`src/rtl/m_eventually_mon.sv`:
```
// Multi-channel req -> ack -> done handshake monitor: tracks one transaction per channel,
// reports ack latency and flags timeout, overlap and end-of-sim pending violations.
module m_eventually_mon #(
  parameter int unsigned NCH      = 4,
  parameter int unsigned CNTW     = 8,
  parameter int unsigned MAX_ACK  = 0,
  parameter int unsigned MAX_DONE = 0
) (
  input  logic                clk,
  input  logic                rst,
  input  logic [NCH-1:0]      req,
  input  logic [NCH-1:0]      ack,
  input  logic [NCH-1:0]      done,
  input  logic                eos,
  output logic [NCH-1:0]      busy,
  output logic [NCH*CNTW-1:0] ack_lat,
  output logic [NCH-1:0]      ack_vld,
  output logic [NCH-1:0]      done_ok,
  output logic [NCH-1:0]      ack_to,
  output logic [NCH-1:0]      done_to,
  output logic [NCH-1:0]      ovl_err,
  output logic [NCH-1:0]      pend_err
);

  localparam logic [1:0] S_IDLE  = 2'd0;
  localparam logic [1:0] S_WACK  = 2'd1;
  localparam logic [1:0] S_WDONE = 2'd2;

  localparam logic [CNTW-1:0] CNT_SAT  = '1;
  localparam logic [CNTW-1:0] CNT_ONE  = CNTW'(1);
  localparam logic [CNTW-1:0] ACK_LIM  = CNTW'(MAX_ACK);
  localparam logic [CNTW-1:0] DONE_LIM = CNTW'(MAX_DONE);
  localparam logic            ACK_BND  = (MAX_ACK != 0);
  localparam logic            DONE_BND = (MAX_DONE != 0);

  logic [NCH-1:0] req_q;

  // Request history for rising-edge detection.
  always_ff @(posedge clk) begin
    if (rst) req_q <= '0;
    else     req_q <= req;
  end

  for (genvar i = 0; i < NCH; i++) begin : g_ch
    logic [1:0]      state, state_nx;
    logic [CNTW-1:0] cnt, cnt_nx, cnt_inc;
    logic [CNTW-1:0] lat, lat_nx;
    logic            vld_q, vld_nx, ok_q, ok_nx;
    logic            ato_q, ato_nx, dto_q, dto_nx;
    logic            ovl_q, ovl_nx, pend_q, pend_nx;
    logic            start, in_txn;

    assign start   = req[i] & ~req_q[i];
    assign in_txn  = (state != S_IDLE);
    assign cnt_inc = (cnt == CNT_SAT) ? cnt : cnt + CNT_ONE;

    always_comb begin
      state_nx = state;
      cnt_nx   = cnt_inc;
      lat_nx   = lat;
      vld_nx   = 1'b0;
      ok_nx    = 1'b0;
      ato_nx   = ato_q;
      dto_nx   = dto_q;
      ovl_nx   = ovl_q | (start & in_txn);
      case (state)
        S_IDLE: begin
          cnt_nx = '0;
          if (start) begin
            state_nx = S_WACK;
            cnt_nx   = CNT_ONE;
          end
        end
        S_WACK: begin
          if (ack[i]) begin
            lat_nx = cnt;
            vld_nx = 1'b1;
            if (done[i]) begin
              ok_nx    = 1'b1;
              state_nx = S_IDLE;
              cnt_nx   = '0;
            end else begin
              state_nx = S_WDONE;
              cnt_nx   = CNT_ONE;
            end
          end else if (ACK_BND && cnt == ACK_LIM) begin
            ato_nx   = 1'b1;
            state_nx = S_IDLE;
            cnt_nx   = '0;
          end
        end
        S_WDONE: begin
          if (done[i]) begin
            ok_nx    = 1'b1;
            state_nx = S_IDLE;
            cnt_nx   = '0;
          end else if (DONE_BND && cnt == DONE_LIM) begin
            dto_nx   = 1'b1;
            state_nx = S_IDLE;
            cnt_nx   = '0;
          end
        end
        default: begin
          state_nx = S_IDLE;
          cnt_nx   = '0;
        end
      endcase
      // A completion in the eos cycle is not a pending transaction.
      pend_nx = pend_q | (eos & in_txn & ~ok_nx);
    end

    always_ff @(posedge clk) begin
      if (rst) begin
        state  <= S_IDLE;
        cnt    <= '0;
        lat    <= '0;
        vld_q  <= 1'b0;
        ok_q   <= 1'b0;
        ato_q  <= 1'b0;
        dto_q  <= 1'b0;
        ovl_q  <= 1'b0;
        pend_q <= 1'b0;
      end else begin
        state  <= state_nx;
        cnt    <= cnt_nx;
        lat    <= lat_nx;
        vld_q  <= vld_nx;
        ok_q   <= ok_nx;
        ato_q  <= ato_nx;
        dto_q  <= dto_nx;
        ovl_q  <= ovl_nx;
        pend_q <= pend_nx;
      end
    end

    assign busy[i]                 = in_txn;
    assign ack_lat[i*CNTW +: CNTW] = lat;
    assign ack_vld[i]              = vld_q;
    assign done_ok[i]              = ok_q;
    assign ack_to[i]               = ato_q;
    assign done_to[i]              = dto_q;
    assign ovl_err[i]              = ovl_q;
    assign pend_err[i]             = pend_q;
  end

endmodule

```
`config.mk`:
```
export PLATFORM = sky130hd
export DESIGN_NAME = m_eventually_mon
export DESIGN_NICKNAME = d
export VERILOG_FILES = /design/src/rtl/m_eventually_mon.sv
export SDC_FILE = /design/constraint.sdc
export NUM_CORES = 1
export LEC_CHECK = 0
export CORE_UTILIZATION = 47
export DETAILED_ROUTE_END_ITERATION = 10
export PLACE_DENSITY = 0.76
export SYNTH_ARGS = -nofsm -noshare
export SYNTH_HDL_FRONTEND = slang
export SYNTH_SLANG_ARGS = --single-unit
```
`constraint.sdc`:
```
create_clock -name clk -period 1.5 [get_ports clk]
set_input_delay 0.3 -clock clk [delete_from_list [all_inputs] [get_ports clk]]
set_output_delay 0.3 -clock clk [all_outputs]
set_load 0.02 [all_outputs]
```
== Word-level counts from Yosys, hierarchy flattened ==
Index checks and enable logic that the tools add are counted.

* Input port bits: 15
* Word-level logic and storage cells: 173
* Output and inout port bits: 60
* Register bits: 92

* Bitwise logic cells: 36
* $add $sub $neg: 4
* Mux-type cells: 60
* Reductions and logical operators: 20
* Equality and inequality tests: 24

{| class="wikitable"
|+ Operators with widths
! kind !! count
|-
| $mux W8 || 12
|-
| $pmux W8 S3 || 4
|-
| $add A8 B1 Y8 const B || 4
|-
| $eq A8 B8 Y1 const B || 4
|-
| $mux W2 || 16
|-
| $ne A2 B2 Y1 const B || 12
|-
| $pmux W2 S3 || 4
|-
| $mux W1 || 20
|-
| $and A1 B1 Y1 || 16
|-
| $not A1 Y1 || 12
|-
| $reduce_and A3 Y1 || 4
|-
| $eq A2 B1 Y1 const B || 4
|-
| $eq A2 B2 Y1 const B || 4
|-
| $logic_not A2 Y1 || 4
|-
| $or A1 B1 Y1 || 8
|-
| $pmux W1 S2 || 4
|-
| $reduce_and A2 Y1 || 4
|-
| $reduce_bool A2 Y1 || 4
|-
| $reduce_or A2 Y1 || 4
|}

== Logic depth before layout (Yosys ltp) ==
* Word-level depth: 6
* Mapped depth: 7

== Least setup slack after synthesis ==
Ideal clock, no wire load.

* Kind: register to register
* Start point: register g_ch[3].cnt[0]
* End point: register g_ch[3].cnt[0]
* Library setup time: 0.130 ns
* Data arrival time: 1.271 ns
* Data required time: 1.370 ns
* Buffers on the path: 1
* Stages on the path, launching flop included: 7
* Slack: 0.099 ns
* Path through: dfxtp_1 -> ha_1 -> nand3_1 -> or2_1 -> buf_6 -> xnor2_1 -> o32ai_1

* Word-level cells in the longest chain between the ends: 4
* Elaborated cells between the ends (all ways): 6
* Classes of those cells: add/sub (1); eq/ne (1); mux (4)

{| class="wikitable"
|+ RTL lines
! what !! RTL line !! source
|-
| start: declaration || 46 || <nowiki>logic [CNTW-1:0] cnt, cnt_nx, cnt_inc;</nowiki>
|-
| start signal: assignment || 125 || <nowiki>cnt <= cnt_nx;</nowiki>
|-
| $add A8 B1 Y8 or $eq A8 B8 Y1 (tied branches) || 55 || <nowiki>assign cnt_inc = (cnt == CNT_SAT) ? cnt : cnt + CNT_ONE;</nowiki>
|-
| $mux W8 * || 55 ||
|-
| $mux W8 (on tied branches) || 93, 75 ||
|-
| $pmux W8 S3 * || 66 || <nowiki>case (state)</nowiki>
|}

Mark *: on every way between the ends. The rest lies on a longest branch, timed or not.
A chain may end at the register's enable or synchronous reset.

== Worst setup path in the final report ==
* Start point: register g_ch[0].state[1]
* End point: register g_ch[0].cnt[7]

* Word-level cells in the longest chain between the ends: 2
* Elaborated cells between the ends (all ways): 4
* Classes of those cells: eq/ne (2); mux (1); reduce/logical (1)

{| class="wikitable"
|+ RTL lines
! what !! RTL line !! source
|-
| start: declaration || 45 || <nowiki>logic [1:0] state, state_nx;</nowiki>
|-
| start signal: assignment || 124 || <nowiki>state <= state_nx;</nowiki>
|-
| $eq A2 B2 Y1 (tied with other cells) || 66 ||
|-
| $pmux W8 S3 * || 66 ||
|-
| end signal: assignment || 125 ||
|-
| end: declaration || 46 ||
|}

Marked as above.

==> results.md <==
* Status: completed
* Die boundary width at 95.6 um
* Non-Filler Instances at 688
* Vias in the first global route at 3,361
* DR vias at 3,501
* Maxcap violations at 0
* Core Region at 0.00834 mm^2
* Most common cell after layout, fill and taps aside: dfxtp_1
* RSZ-0062 raised after global routing: true
* TritonCTS clock tree: yes
* Crit end category: flip-flop
* Slowest CP cell: or3_4
* Worst path bufs/invs at 2
* CTS root buf: clkbuf_8
* Post-Synth Simple-Gate Area at 20.7%
* Post-Syn Instances at 483
* Peak supply drop at 0.616 mV
* Grt ovf at 0
* Commonest non-fill, non-tap cells in the layout: dfxtp_1 (81), nand2_1 (71), buf_4 (54)
* Synthesis-to-layout area growth at 29.6%
* Ant diodes at 0
* DRC viols at 0
* I/O pin count at 75
* Syn. warnings at 0
* Die height at 95.6 um
* Final Critical Period at 1.46 ns
* Compound-Gate Fraction of Synth Area at 14.2%
* Post-synth EDFFs at 0
* Largest family of logic cells by synthesized area: simple AND/OR/NAND/NOR gates
* Ys async rst share at 0%
* H-tree levels at 3
* Worst Path Class, Setup: flip-flop to flip-flop
* Initial Utilization at 49.4%
* DR vias/cell at 5.09
* Pwr dens at 929 mW/mm^2
* Pre-antenna DRT Iters at 5
* Initial drt markers at 98
* Hold Vio Cnt, Final at 0
* Row count at 33
* Final RePlAce weighted congestion at 0.853
* All-Layer GR Usage at 20.2%
* Fmax at 684 MHz
* Sequential share of the synthesized area at 44.7%
* CTS sink cnt at 92
* CP Max Fanout at 8
* Avg WL per Cell at 13.2 um
* Initial antenna violation count at 0
* CTS Buffer Depth at 2
* # hold bufs at CTS at 0
* P_leak at 0.00226 uW
* Global-route wire length before repair at 14,500 um
* Cell Chain, Critical Path: inv_2 -> buf_6 -> ha_4 -> a22oi_2 -> or3_4 -> a211oi_2
* Max incr delay on CP at 0.45 ns
* Area leader, netlist: dfxtp_1
* Tcrit/Tclk final at 97.4%
* Final setup fails at 0
* Post-synthesis adder-cell area fraction at 6.08%
* Clock latency on the worst-skew pair at 0.35 ns
* Syn Std Cell Area at 0.00412 mm^2
* Dpl hpwl at 6600 um
* Crit path DAT at 1.72 ns
* Clock tree skew after final layout at 0.0153 ns
* Final max-slew violation count at 0
* Critical path launch point type: flip-flop
* Pin count of the biggest net entering global routing at 25
* Nets at 614
* Multi-input gate area at 0.00203 mm^2
* Synth Register Bits at 92
* Synth top area share at 44.7%
* Post-Synth XOR/XNOR Area at 3.19%
* Post-synthesis mux area share at 1.22%
* Top cells by area, synth: dfxtp_1 (45%), a21oi_1 (6.6%), nand2_1 (6.6%), ha_1 (6.1%), buf_4 (5.1%)
* Inst Count DP at 671
* Final ANT Viol Nets at 0
* Die area at 0.00914 mm^2
* IO Port Bufs at 66
* Avg Inst Size Synth at 8.53 um^2
* CP required at 1.76 ns
* Cell variety after synth at 38
* Share of cells above drive strength 1 at 20.9%
* Register cell area after layout at 0.00186 mm^2
* Top delay family on crit path: simple AND/OR/NAND/NOR gates
* Worst min path class: input port to flip-flop
* CTS buffer count at 9
* Fillers at 729
* Clock transition at path regs at 0.09 ns
* Dominant synthesized flop cell: dfxtp_1
* Final core utilization at 64.0%
* Routed Wire Length at 9090 um
## layout make-up
class	instances	area share, %
Clock inverter	4	0.914
Timing Repair Buffer	121	18.9
Tap cell	105	2.46
Clock buffer	11	2.84
Sequential cell	92	34.8
Multi-Input combinational cell	325	38.0
Inverter	30	2.11
## cells by family after synthesis
kind of cell / Yosys count
multiplexers: 5
adder cells (fa/ha/maj): 20
other: 1
buffers and inverters: 73
flip-flops: 92
AND/OR/NAND/NOR: 183
AO/OA/AOI/OAI: 94
XOR/XNOR: 15
## synthesized netlist by cell type (3+ instances only)
master / instances
a211oi_1: 3
a21oi_1: 54
a22oi_1: 4
a31oi_1: 12
and2_1: 4
and3_1: 3
buf_1: 6
buf_2: 7
buf_4: 28
dfxtp_1: 92
ha_1: 20
inv_1: 30
mux2i_1: 5
nand2_1: 72
nand2b_1: 5
nand3_1: 10
nand4_1: 5
nor2_1: 46
nor2b_1: 12
nor3_1: 14
nor3_2: 5
o211ai_1: 4
o32ai_1: 4
xnor2_1: 14
## power by group
group / switching, uW / leakage [uW] / internal (uW)
registers: 39.6 / 0.000750 / 2510
clock network: 835 / 0.000105 / 851
logic: 387 / 0.00141 / 343
total: 1260 / 0.00226 / 3700
## per-stage QoR
step,setup slack [ns],power (uW),hold WS (ns),instance area (um^2),TNS (ns)
6_report,0.0389,4960,0.310,5340,0
5_1_grt,-0.0416,5170,0.326,5340,-0.0815
4_1_cts,0.000443,4930,0.303,5180,0
3_5_place_dp,-0.196,3290,0.447,5040,-4.04
3_3_place_gp,-0.102,3270,0.443,5040,-1.98
2_1_floorplan,0.0994,3020,0.428,4150,0
## final timing paths
path         slack, ns  cells after the start                          start                     endpoint
max               0.04                      6  g_ch[0].state[1]$_SDFFE_PP0P_    g_ch[0].cnt[7]$_SDFF_PP0_
min               0.31                      2                            rst  g_ch[0].lat[0]$_SDFFE_PP0P_
max reg2reg       0.04                      6  g_ch[0].state[1]$_SDFFE_PP0P_    g_ch[0].cnt[7]$_SDFF_PP0_
min reg2reg       0.46                      2    g_ch[0].lat[0]$_SDFFE_PP0P_  g_ch[0].lat[0]$_SDFFE_PP0P_
## state kept, by name, summed over array words and instances (netlist names)
name,cells
g_ch.pend_q,4
g_ch.ok_q,4
req_q,4
g_ch.lat,32
g_ch.state,8
g_ch.vld_q,4
g_ch.ovl_q,4
g_ch.cnt,32
## what timing repair did
item / 4_1_cts / 5_1_grt
endpoints found under the setup margin: 68 / 28
pin swaps: 2 / 13
endpoints found under the hold margin: 0 / 0
setup buffers: 0 / 2
resized for setup: 71 / 45
## metal layers
layer  up-vias  routed length [um]  global-route usage (%)
li1       1783                   -                       -
met1      1611                4130                    23.8
met2        92                4540                    36.1
met3        15                 308                    3.91
met4         0                 116                    7.46
met5         -                   0                       0
Power figures use the tool's default switching activity.
